--- config.mk ---
export PLATFORM = sky130hd
export DESIGN_NAME = seg7_dr_scan_ctrl
export DESIGN_NICKNAME = d
export VERILOG_FILES = /design/src/rtl/seg7_dr_scan_ctrl.sv
export SDC_FILE = /design/constraint.sdc
export NUM_CORES = 1
export LEC_CHECK = 0
export CORE_MARGIN = 2
export CORE_UTILIZATION = 25
export CTS_CLUSTER_SIZE = 24
export DETAILED_ROUTE_END_ITERATION = 8
export REMOVE_ABC_BUFFERS = 1
export SLEW_MARGIN = 15
export SYNTH_ARGS = -nofsm -noshare
export SYNTH_HDL_FRONTEND = slang
export SYNTH_SLANG_ARGS = --single-unit
--- constraint.sdc ---
create_clock -name clk -period 5.76 [get_ports clk]
set_clock_uncertainty 0.1 [all_clocks]
set_input_delay 1.152 -clock clk [delete_from_list [all_inputs] [get_ports clk]]
set_output_delay 1.152 -clock clk [all_outputs]
set_load 0.01 [all_outputs]
--- src/rtl/seg7_dr_scan_ctrl.sv ---
// Four-phase dual-rail receiver keeping the last NUM_SLOTS words, scanned onto one shared decoder.
// Latency: dr_in edge to ack edge 4 clk; dr_out/an_n trail the scan index by 1 clk. Flow control is the ack handshake only.
module seg7_dr_scan_ctrl #(
  parameter int NUM_SLOTS = 4,
  parameter int SCAN_DIV  = 50000
) (
  input  logic                 clk,
  input  logic                 rst,
  input  logic [7:0]           dr_in,
  output logic                 ack,
  input  logic                 clr,
  output logic [7:0]           dr_out,
  output logic [NUM_SLOTS-1:0] an_n,
  output logic                 err,
  output logic [7:0]           word_cnt
);

  localparam int IDX_W = (NUM_SLOTS > 1) ? $clog2(NUM_SLOTS) : 1;
  localparam int PRE_W = (SCAN_DIV > 1) ? $clog2(SCAN_DIV) : 1;
  localparam logic [IDX_W-1:0] IDX_LAST = IDX_W'(NUM_SLOTS - 1);
  localparam logic [PRE_W-1:0] PRE_LAST = PRE_W'(SCAN_DIV - 1);
  localparam logic [NUM_SLOTS-1:0] AN_RST = {{(NUM_SLOTS-1){1'b1}}, 1'b0};

  typedef enum logic {
    WAIT_DATA = 1'b0,
    WAIT_NULL = 1'b1
  } state_t;

  state_t r_state;
  state_t w_state_nxt;

  logic [7:0]           r_sync1;
  logic [7:0]           r_sync2;
  logic [7:0]           r_prev;
  logic                 r_ack;
  logic                 w_ack_nxt;
  logic                 r_err;
  logic [7:0]           r_word_cnt;
  logic [7:0]           r_slot [NUM_SLOTS];
  logic [IDX_W-1:0]     r_idx;
  logic [PRE_W-1:0]     r_pre;
  logic [7:0]           r_dr_out;
  logic [NUM_SLOTS-1:0] r_an_n;

  logic w_push;
  logic w_set_err;
  logic w_complete;
  logic w_has_11;
  logic w_any_null;
  logic w_null;
  logic w_stable;

  // Pair classification of the synchronized word.
  always_comb begin
    w_complete = 1'b1;
    w_has_11   = 1'b0;
    w_any_null = 1'b0;
    for (int i = 0; i < 4; i++) begin
      if (r_sync2[2*i+1] == r_sync2[2*i]) w_complete = 1'b0;
      if (r_sync2[2*i+1] &  r_sync2[2*i]) w_has_11   = 1'b1;
      if (!(r_sync2[2*i+1] | r_sync2[2*i])) w_any_null = 1'b1;
    end
  end

  assign w_null   = (r_sync2 == 8'h00);
  assign w_stable = (r_sync2 == r_prev);

  always_ff @(posedge clk) begin
    if (rst) begin
      r_sync1 <= 8'h00;
      r_sync2 <= 8'h00;
      r_prev  <= 8'h00;
    end else begin
      r_sync1 <= dr_in;
      r_sync2 <= r_sync1;
      r_prev  <= r_sync2;
    end
  end

  always_comb begin
    w_state_nxt = r_state;
    w_ack_nxt   = r_ack;
    w_push      = 1'b0;
    w_set_err   = 1'b0;
    case (r_state)
      WAIT_DATA: begin
        if (w_stable && w_complete) begin
          w_push      = 1'b1;
          w_ack_nxt   = 1'b1;
          w_state_nxt = WAIT_NULL;
        end else if (w_stable && w_has_11 && !w_any_null) begin
          w_set_err = 1'b1;
        end
      end
      WAIT_NULL: begin
        if (w_stable && w_null) begin
          w_ack_nxt   = 1'b0;
          w_state_nxt = WAIT_DATA;
        end
      end
    endcase
  end

  always_ff @(posedge clk) begin
    if (rst) begin
      r_state    <= WAIT_DATA;
      r_ack      <= 1'b0;
      r_err      <= 1'b0;
      r_word_cnt <= 8'h00;
    end else begin
      r_state <= w_state_nxt;
      r_ack   <= w_ack_nxt;
      if (w_set_err) r_err <= 1'b1;
      if (w_push) r_word_cnt <= r_word_cnt + 8'd1;
    end
  end

  // clr wipes the older entries but never loses a word being pushed this cycle.
  always_ff @(posedge clk) begin
    if (rst) begin
      for (int k = 0; k < NUM_SLOTS; k++) r_slot[k] <= 8'h00;
    end else if (clr) begin
      for (int k = 0; k < NUM_SLOTS; k++) r_slot[k] <= 8'h00;
      if (w_push) r_slot[0] <= r_sync2;
    end else if (w_push) begin
      r_slot[0] <= r_sync2;
      for (int k = 1; k < NUM_SLOTS; k++) r_slot[k] <= r_slot[k-1];
    end
  end

  always_ff @(posedge clk) begin
    if (rst) begin
      r_pre    <= '0;
      r_idx    <= '0;
      r_dr_out <= 8'h00;
      r_an_n   <= AN_RST;
    end else begin
      if (r_pre == PRE_LAST) begin
        r_pre <= '0;
        r_idx <= (r_idx == IDX_LAST) ? '0 : r_idx + 1'b1;
      end else begin
        r_pre <= r_pre + 1'b1;
      end
      r_dr_out <= r_slot[r_idx];
      r_an_n   <= ~(NUM_SLOTS'(1) << r_idx);
    end
  end

  assign ack      = r_ack;
  assign err      = r_err;
  assign word_cnt = r_word_cnt;
  assign dr_out   = r_dr_out;
  assign an_n     = r_an_n;

endmodule

== Yosys cells after proc, flatten, opt, wreduce, memory -nomap -nowiden ==
Memories as Yosys holds them, arrays and structs flattened. A register that Yosys moved wholly into a read port is not among the register bits.
Cells that the tools add are included.

* $add $sub $neg: 3
* Equality and inequality tests: 9
* Shifts and indexed selects: 1
* Mux-type cells: 44
* Bitwise operators: 19
* Reduce and logical (&&, ||, !) cells: 8

{| class="wikitable"
|+ Operator list
! kind !! number
|-
| $mux W8 || 9
|-
| $mux W1 || 32
|-
| $add A16 B1 Y16 const B || 1
|-
| $eq A16 B16 Y1 const B || 1
|-
| $or A1 B1 Y1 || 13
|-
| $add A8 B1 Y8 const B || 1
|-
| $eq A8 B8 Y1 || 1
|-
| $logic_not A8 Y1 || 1
|-
| $and A1 B1 Y1 || 4
|-
| $eq A1 B1 Y1 || 4
|-
| $logic_and A1 B1 Y1 || 4
|-
| $not A4 Y4 || 1
|-
| $pmux W1 S2 || 2
|-
| $shl A1 B2 Y4 const A || 1
|-
| $add A2 B1 Y2 const B || 1
|-
| $eq A2 B2 Y1 const B || 1
|-
| $mux W2 || 1
|-
| $ne A2 B1 Y1 const B || 1
|-
| $ne A2 B2 Y1 const B || 1
|-
| $reduce_and A2 Y1 || 1
|-
| $reduce_or A2 Y1 || 1
|-
| $logic_not A1 Y1 || 1
|-
| $not A1 Y1 || 1
|}

* Register bits: 57
* Memory bits (writable): 32
* Output and inout port bits: 22
* Logic and storage cells: 95
* Memories kept: 1

{| class="wikitable"
|+ Memory list
! memory !! words !! width !! read ports !! clocked after memory_dff !! write ports !! RTL line !! text
|-
| r_slot || 4 || 8 || 4 || 1 || 4 || 39 || <nowiki>logic [7:0] r_slot [NUM_SLOTS];</nowiki>
|}

== Depth between registers and ports, before layout ==
* Word-level depth: 14
* Gate-level depth with buffers: 7
* Mapped depth without buffers: 6

== Worst setup path after synthesis ==
OpenSTA, ideal clock, no wires.

* Path kind: reg-to-reg
* From: register r_sync2[2]
* To: memory r_slot[1][0] (enable)
* Setup time: 334 ps
* Arrival: 1951 ps
* Slack: 3375 ps
* Cell stages (with the launch flop): 8
* Buffers on the path: 1
* Path through: dfxtp_1 -> inv_1 -> ha_1 -> nand4_1 -> nor4_2 -> nand3_1 -> clkbuf_1 -> nand2b_1

{| class="wikitable"
|+ RTL lines
! item !! RTL line !! text
|-
| from (decl) || 33 || <nowiki>logic [7:0] r_sync2;</nowiki>
|-
| from (signal assigned) || 75 || <nowiki>r_sync2 <= r_sync1;</nowiki>
|-
| to (decl) || 39 ||
|}

==> flow_metrics.py <==
metrics = {
    "run_status": {
        "outcome": "finished clean",
    },
    "floorplanning": {
        "std_cell_rows": 46,
        "die_w_um": 132,
        "dieArea_um2": 17500,
        "initial_core_util_pct": 25.8,
        "core_area_um2": 16000,
        "ioPinCount": 33,
        "die_h_um": 132,
    },
    "cells_and_area": {
        "num_antenna_cells": 0,
        "fin_nets": 431,
        "finalNonFillerCells": 627,
        "area_delta_synth_final_pct": 18.7,
        "layout-drive-gt1-share_pct": 9.00,
        "fill_cells": 1701,
        "seq_area_um2": 2180,
        "final_area_um2": 4890,
        "multi_input_area_um2": 1800,
    },
    "clock_tree": {
        "cts_buffers": 9,
        "cts.clk_slew.worst_paths_ns": 0.06,
        "cts-root-buf": "clkbuf_16",
        "ctsHoldBuffers": 0,
        "ctsResizeCount": 0,
        "cts_setup_buffers": 0,
        "htree_levels": 3,
        "cts_tree": "built",
        "cts.sinks": 97,
        "clock_latency_ns": 0.34,
        "clock_tree.buffer_depth": 2,
    },
    "sta": {
        "holdWs_ns": 0.335,
        "slew_headroom_pct": 32.5,
        "max_freq_mhz": 322,
        "drv_slew": 0,
        "grt_setup_unrepaired": "no",
        "worst_slew_pin_slew_ns": 1.00,
        "finalHoldViolations": 0,
        "period_share_pct": 53.8,
        "tns_ns": 0,
        "finalSetupViolations": 0,
        "period_minus_slack_ns": 3.10,
    },
    "place": {
        "gp_congestion": 0.797,
        "port_buffers": 32,
        "dpl.hpwl_mm": 5.74,
        "placed_cells": 611,
        "place_area_um2": 4630,
    },
    "logic_synthesis": {
        "synth_cell_types": 38,
        "syn_area_um2": 4120,
        "yosys_warnings": 0,
        "ys_ff_latch": 97,
        "synth_top_flop_cell": "dfxtp_1",
        "synth_edf_count": 24,
        "async_flop_share_pct": 0,
        "netlist_instances": 385,
        "seq_area_frac_synth_pct": 53.0,
        "synth_area_per_cell_um2": 10.7,
    },
    "setup_path": {
        "worst-endpoint-required_ns": 5.65,
        "reg2reg_to": "r_slot[3][7]$_SDFFCE_PP0P_",
        "reg2reg_slack_ns": 2.66,
        "cp_slowest_cell": "nor4_2",
        "setup.worst_path.end_class": "register",
        "arrival_ns": 2.99,
        "start_kind": "register",
        "critPathKind": "register to register",
        "critPathMaxFanout": 11,
        "r2r_start": "r_sync2[2]$_SDFF_PP0_",
        "path_cells": "inv_1 > ha_1 > nand4_1 > nor4_2 > nand3_1 > nand2b_1",
        "critical_path.max_stage_delay_ns": 0.73,
        "r2r_cells": 6,
    },
    "pwr": {
        "power.density_nw_per_um2": 273,
        "vdd_drop_max_mv": 0.132,
        "leakagePower_uw": 0.00171,
    },
    "routing": {
        "routedWlPerCell_um": 12.9,
        "postRouteAntennaNets": 0,
        "drc": 0,
        "num_vias": 2842,
        "routed_wl_mm": 8.07,
        "initialDrtViolationCount": 141,
        "viasPerCell": 4.53,
        "dr.pass1.iters": 4,
    },
    "grt": {
        "grt_overflow": 0,
        "grt_pass1_vias": 2816,
        "grt_start_max_net_pins": 67,
        "busiest_layer": "met2",
        "grtUsageMet1_pct": 11.9,
        "met3_usage_pct": 2.88,
        "grt_first_pass_wirelength_mm": 13.7,
        "antenna_found_initial": 0,
        "grt_usage_pct": 9.68,
        "grt.met2_usage_pct": 16.1,
    },
    "min_path": {
        "hold_path_class": "register to register",
        "holdPathStages": 1,
        "min_from": "r_sync1[0]$_SDFF_PP0_",
        "holdPathEnd": "r_sync2[0]$_SDFF_PP0_",
    },
    "flow_run": {
        "cap_violations": 0,
    },
}
[cell families (layout without fill, tap and decap cells)]
family,after synthesis,count (layout),synth area share (%)
AND/OR/NAND/NOR,171,171,24.2
AO/OA/AOI/OAI,34,34,5.22
adder cells (fa/ha/maj),14,14,4.25
multiplexers,14,14,6.01
XOR/XNOR,19,19,4.04
buffers and inverters,36,62,3.31
flip-flops,97,97,53.0
[per-layer routing]
| layer | wire length [µm] | part of all wire, % |
|---|---|---|
| met1 | 3760 | 47 |
| met2 | 3810 | 47 |
| met3 | 390 | 4.8 |
| met4 | 108 | 1.3 |
| met5 | 0 | 0 |
[report_power, final]
| part | internal (µW) | switching [µW] |
|---|---|---|
| registers | 714 | 9.26 |
| logic | 26.3 | 47.0 |
| clock network | 304 | 234 |
[synth_stat cells, drive strengths merged (11+ instances only)]
master	count	area (µm²)
nor3	11	55.1
nand4	17	106
edfxtp	24	721
inv	13	48.8
nor2	31	116
nor2b	30	188
nand2	11	41.3
clkbuf	19	71.3
dfxtp	73	1460
o31ai	12	90.1
ha	14	175
a21oi	15	75.1
and2	17	106
[registers in the layout (all words and copies together) (netlist names)]
signal	flops
word_cnt	8
err	1
r_sync2	8
r_slot	32
r_idx	2
r_pre	16
an_n	4
ack	1
dr_out	8
r_prev	8
r_sync1	8
r_state	1
[worst max-delay path by stage]
stage | startpoint | end | slack [ns] | cells after the start
detailed placement | clr | r_slot[3][6]$_SDFFCE_PP0P_ | 2.56 | 4
CTS | r_sync2[4]$_SDFF_PP0_ | r_slot[3][7]$_SDFFCE_PP0P_ | 2.62 | 6
global route | r_sync2[5]$_SDFF_PP0_ | r_slot[3][7]$_SDFFCE_PP0P_ | 2.31 | 6
global placement | clr | r_slot[3][7]$_SDFFCE_PP0P_ | 2.64 | 4
finish | r_sync2[2]$_SDFF_PP0_ | r_slot[3][7]$_SDFFCE_PP0P_ | 2.66 | 6
floorplan | r_sync2[2]$_SDFF_PP0_ | r_slot[1][0]$_SDFFCE_PN0P_ | 3.30 | 6
[final cells by class]
class	count	area share (%)
sequential	97	44.6
inverter	13	0.997
timing repair buffer	33	6.60
tap	216	5.52
multi-input combinational	252	36.8
clock inverter	3	0.332
clock buffer	13	5.12
[layout by cell type, fill, tap and decap left out, types with 2 or more instances in the layout]
cell type	count
a21oi_1	15
nor2b_1	30
or2_2	2
edfxtp_1	24
clkinv_2	2
o21ai_0	3
o31ai_1	12
clkbuf_1	3
xor2_1	9
nand2_1	11
mux2_2	6
ha_1	14
nor3_1	11
clkdlybuf4s50_1	31
nand4_1	17
or4b_2	2
a41oi_1	2
nor2_1	31
nand3_1	10
mux4_2	8
and3_1	4
nor4_1	8
dfxtp_1	73
inv_1	13
nor4_2	2
and4_1	4
and4b_1	2
clkbuf_16	9
and2_1	17
nand2b_1	7
or4_1	7
xnor2_1	10
or3_1	2
[metrics by stage]
step	setup WS [ns]	utilization, %	total power [µW]
after floorplan	3.30	-	777
after global placement	2.64	28.9	809
after detailed placement	2.56	28.9	812
after CTS	2.62	30.6	1350
after global routing	2.31	30.6	1390
final	2.66	30.6	1330
[worst max-delay path, delay by kind of cell, from the launching register on]
kind	cells	cell delay [ns]
flops	1	0.37
simple gates	4	1.89
fa+ha+maj	1	0.30
buf+inv	1	0.10
Power figures use the tool's default switching activity.
==> RTL edit 1 (config.mk and constraints unchanged) <==
Set the parameter `NUM_SLOTS` to 8 (it was 4).
--- a/src/rtl/seg7_dr_scan_ctrl.sv
+++ b/src/rtl/seg7_dr_scan_ctrl.sv
@@ -1,7 +1,7 @@
 // Four-phase dual-rail receiver keeping the last NUM_SLOTS words, scanned onto one shared decoder.
 // Latency: dr_in edge to ack edge 4 clk; dr_out/an_n trail the scan index by 1 clk. Flow control is the ack handshake only.
 module seg7_dr_scan_ctrl #(
-  parameter int NUM_SLOTS = 4,
+  parameter int NUM_SLOTS = 8,
   parameter int SCAN_DIV  = 50000
 ) (
   input  logic                 clk,
Interface: changed (resized an_n); port bits go from 33 to 37. The function was not compared with the original's and may differ.
==> RTL edit 1 against the unedited design <==
  * Combinational power rose by 3.5%
  * Setup slack got worse by 0.088 ns
  * Via count rose by 21%
  * Total power rose by 68%
  * Largest cell class unchanged
  * Final area rose by 42%
  * Global-route usage fell by 0.36 points
  * Area after synthesis rose by 38%
  * First-iteration DRC count rose by 18%
  * Wire length rose by 31%
  * Sequential cell count rose by 37
  * Sequential power rose by 44%
==> RTL edit 1: results (changes against the unedited design) <==
reg-to-reg endpoint r_slot[1][5]; final net count 530 (+23%); setup slack after placement 2.58 ns (+0.0288 ns); status complete, no violations; vias in the first global route 3322 (+18%); layout cell share with drive strength beyond 1 12.6% (+3.6 points); Area contributors post-synth edfxtp_1 34%, dfxtp_1 25%, mux4_2 6.3%; most frequent cells after synthesis 70 x dfxtp_1, 64 x edfxtp_1, 57 x and2_1, 37 x nor2_1, 33 x nand2_1; drt wl/cell 13.1 µm (+2.2%); top flop regs r_slot (64), r_pre (16); Seq/Total Area, Yosys 58.3% (+5.3 points); Port Buf Inserts 36 (+13%); clock transition at the registers of the reported paths 0.06 ns (about the same); Synth Area in Compound Gates 1.84% (-3.4 points); post-DP HPWL 6690 µm (+17%); clock latency on the worst-skew pair 0.42 ns (+0.08 ns); CP Max Fanout 24 (+13); logic gate share of total power 3.4% (-2.1 points); first-pass GRT wire length 17400 µm (+27%); Psw 450 µW (+55%); peak supply drop 0.216 mV (+63%); r2r startpoint r_sync2[4]; static leakage power 2.48 nW (+45%); XOR/XNOR Fraction of Synth Area 4.17% (+0.13 points); Critical Path AT 3.13 ns (+0.14 ns); Min-Delay Startpoint r_sync1[1]; Tightest Pin Transition 0.995 ns (-0.00933 ns); DR iter-0 viols 167 (+18%); Hold Slack 0.334 ns (-0.000318 ns); pin count of the biggest net entering global routing 57 (-15%); Worst Hold End r_sync2[1]; CTS Buf Count 17 (+8); htree depth 4 (+1); Clock power frac 50.1% (+9.8 points); total track usage 9.31% (-0.36 points); DR vias/cell 4.30 (-5.0%); number of flops mapped to enable cells by yosys 64 (+170%); Post-Synth Adder-Cell Area 3.51% (-0.74 points); GPL Wtd Cong 0.822 (+3.2%); mux cell area share after synthesis 7.70% (+1.7 points)
==> RTL edit 1: cell types whose count changed in the layout (fill, tap and decap cells not counted), sizes merged, moves of 9 or more <==
cell    change
and2       +40
edfxtp     +40
nand2      +22
clkbuf     +15
o31ai       -9
xnor2       +9
==> RTL edit 1: final cells by class <==
type / count / area, µm²
timing repair buffer: 39 / 378
inverter: 16 / 60.1
multi-input combinational: 295 / 2180
sequential: 134 / 3320
fill: 2223 / 15600
clock inverter: 4 / 48.8
tap: 285 / 357
clock buffer: 28 / 581
==> RTL edit 1: per-stage QoR <==
stage	area, µm²	cells	power, mW	utilization (%)
after floorplan	5560	445	1.10	-
after global placement	6290	769	1.14	28.0
after detailed placement	6290	769	1.14	28.0
after CTS	6920	801	2.26	30.8
after global routing	6920	801	2.32	30.8
final	6920	801	2.24	30.8
==> RTL edit 1: how the worst max path moves through the flow <==
stage | from | endpoint
floorplan | r_sync2[4] | r_slot[1][0]
global placement | r_sync2[4] | r_slot[3][6]
detailed placement | r_sync2[4] | r_slot[3][2]
CTS | r_sync2[1] | r_slot[3][2]
global route | r_sync2[0] | r_slot[3][5]
finish | r_sync2[4] | r_slot[1][5]
==> RTL edit 1: routing by layer <==
metal	vias to the layer above	routed length, µm	global-route usage [%]
met4	0	181	4.14
met3	17	467	3.06
met2	82	4460	13.3
met5	-	0	0
li1	1718	-	-
met1	1631	5420	12.8
==> RTL edit 1: worst max-delay path, stage by stage (launching register included) <==
cell and delay, ns:
dfxtp_1 0.39, inv_1 0.10, ha_1 0.30, and4_1 0.37, and4_1 0.28, nand3_1 0.37
nand2_1 0.89
==> RTL edit 2 (same flow settings) <==
Without the edit above. Make the reset (`rst`) asynchronous in 4 clocked blocks.
--- a/src/rtl/seg7_dr_scan_ctrl.sv
+++ b/src/rtl/seg7_dr_scan_ctrl.sv
@@ -65,7 +65,7 @@
   assign w_null   = (r_sync2 == 8'h00);
   assign w_stable = (r_sync2 == r_prev);
 
-  always_ff @(posedge clk) begin
+  always_ff @(posedge clk or posedge rst) begin
     if (rst) begin
       r_sync1 <= 8'h00;
       r_sync2 <= 8'h00;
@@ -101,7 +101,7 @@
     endcase
   end
 
-  always_ff @(posedge clk) begin
+  always_ff @(posedge clk or posedge rst) begin
     if (rst) begin
       r_state    <= WAIT_DATA;
       r_ack      <= 1'b0;
@@ -116,7 +116,7 @@
   end
 
   // clr wipes the older entries but never loses a word being pushed this cycle.
-  always_ff @(posedge clk) begin
+  always_ff @(posedge clk or posedge rst) begin
     if (rst) begin
       for (int k = 0; k < NUM_SLOTS; k++) r_slot[k] <= 8'h00;
     end else if (clr) begin
@@ -128,7 +128,7 @@
     end
   end
 
-  always_ff @(posedge clk) begin
+  always_ff @(posedge clk or posedge rst) begin
     if (rst) begin
       r_pre    <= '0;
       r_idx    <= '0;
Formal check against the unedited RTL: differs if rst is asserted again (counterexample within 10 cycles, from zero or initial values and one cycle with rst high); with rst held inactive, the same outputs for 10 cycles.
==> RTL edit 2 against the unedited design <==
  * Synthesized cell count is 19% lower
  * Wire length is 14% lower
  * Critical endpoint is now an_n[2]
  * Area after synthesis is 2.8% lower
  * Final area hardly changed
  * Setup slack better by 0.46 ns
  * Total power is 6.1% higher
  * Register-to-register slack better by 0.53 ns
  * Non-clock buffer count stayed put
  * Hold slack worse by 0.090 ns
  * Sequential cell count stayed put
  * Core utilization is 0.43 points higher
==> RTL edit 2: results (changes against the unedited design) <==
R2R Setup Slk 3.19 ns (+0.53 ns); Main synth FF type dfrtp_1; drt wl/cell 12.3 µm (-4.4%); critical path's slowest cell clkdlybuf4s50_1; peak supply drop 0.146 mV (+10%); status complete, no violations; first-pass GRT wire length 11900 µm (-13%); vias in the first global route 2430 (-14%); CP Max Fanout 1 (-10); DR iter-0 viols 117 (-17%); Diodes inserted 0 (unchanged); Seq/Total Area, Yosys 60.7% (+7.7 points); postcts setup bufs 0 (unchanged); Post-synth ARST share 100% (+100 points); pin count of the biggest net entering global routing 55 (-18%); final net count 367 (-15%); static leakage power 2.35 nW (+38%); slowest stage delay, CP 0.53 ns (-0.20 ns); GPL Wtd Cong 0.701 (-12%); Critical Path AT 1.39 ns (-1.60 ns); drt pass-1 iters 4 (unchanged); total track usage 9.02% (-0.65 points); Area contributors post-synth dfrtp_1 59%, mux2i_1 6.0%, xor2_1 4.6%; clock latency on the worst-skew pair 0.34 ns (about the same); Yosys cell types 35 (-7.9%); via count 2329 (-18%); top flop regs r_slot (32), r_pre (16); placed cell area 0.00456 mm² (-1.5%); Crit path max-delay family buffers and inverters; post-DP HPWL 4630 µm (-19%); layout cell share with drive strength beyond 1 9.28% (+0.27 points); most frequent cells after synthesis 94 x dfrtp_1, 32 x nor2_1, 24 x mux2i_1, 21 x xor2_1, 20 x inv_1; htree depth 3 (unchanged); slew margin rel. 29.6% (-2.8 points); Ys Warns 0 (unchanged)
==> RTL edit 2: cell types whose count changed in the layout (fill, tap and decap cells not counted), moves of 10 or more <==
cell / unedited run / this run
edfxtp_1: 24 / 0
nor2b_1: 30 / 1
a21oi_1: 15 / 0
nand4_1: 17 / 7
o31ai_1: 12 / 1
dfrtp_1: 0 / 94
dfxtp_1: 73 / 0
mux2i_1: 0 / 24
xor2_1: 9 / 21
and2_1: 17 / 1
==> RTL edit 2: cells by family (layout without fill, tap and decap cells) <==
| kind of cell | Yosys count | in the layout | share of synthesized area [%] |
|---|---|---|---|
| compound gates | 18 | 18 | 2.62 |
| xor+xnor | 26 | 26 | 5.68 |
| fa+ha+maj | 14 | 14 | 4.37 |
| buf+inv | 32 | 67 | 3.12 |
| flops | 97 | 97 | 60.7 |
| mux | 33 | 33 | 10.8 |
| simple gates | 90 | 90 | 12.7 |
==> RTL edit 2: layout make-up <==
type	count	area, µm²
inverter	20	77.6
tap	216	270
clock inverter	3	90.1
multi-input combinational	181	1450
clock buffer	11	243
sequential	97	2430
fill	1607	10900
timing repair buffer	33	328
==> RTL edit 2: final timing paths <==
path / startpoint / end / cells past startpoint
worst max register to register: r_sync2[2] / word_cnt[1] / 5
worst max-delay path: an_n[2] / an_n[2] / 1
min in group asynchronous: rst / r_sync1[1] / 2
max in group asynchronous: rst / dr_out[3] / 3
worst min register to register: r_sync1[4] / r_sync2[4] / 0
worst min-delay path: r_sync1[4] / r_sync2[4] / 0
==> RTL edit 2: layer usage <==
layer  up-vias  routed length (µm)  track usage, %
met4         0                  93            2.82
met3         7                 304            3.71
met2        33                3240            14.2
li1       1121                   -               -
met1      1168                3260            11.4
met5         -                   0               0
==> RTL edit 2: report_power, final <==
part           total, mW  switching [mW]  internal [mW]
clock              0.673           0.241          0.431
sequential         0.698         0.00707          0.691
combinational     0.0449          0.0289         0.0160
==> RTL edit 2: metrics by stage <==
stage / cells / setup slack, ns / hold slack, ns
2_1_floorplan: 298 / 1.98 / 0.231
3_3_place_gp: 547 / 2.89 / 0.236
3_5_place_dp: 547 / 2.87 / 0.235
4_1_cts: 561 / 3.09 / 0.245
5_1_grt: 561 / 2.95 / 0.253
6_report: 561 / 3.12 / 0.245
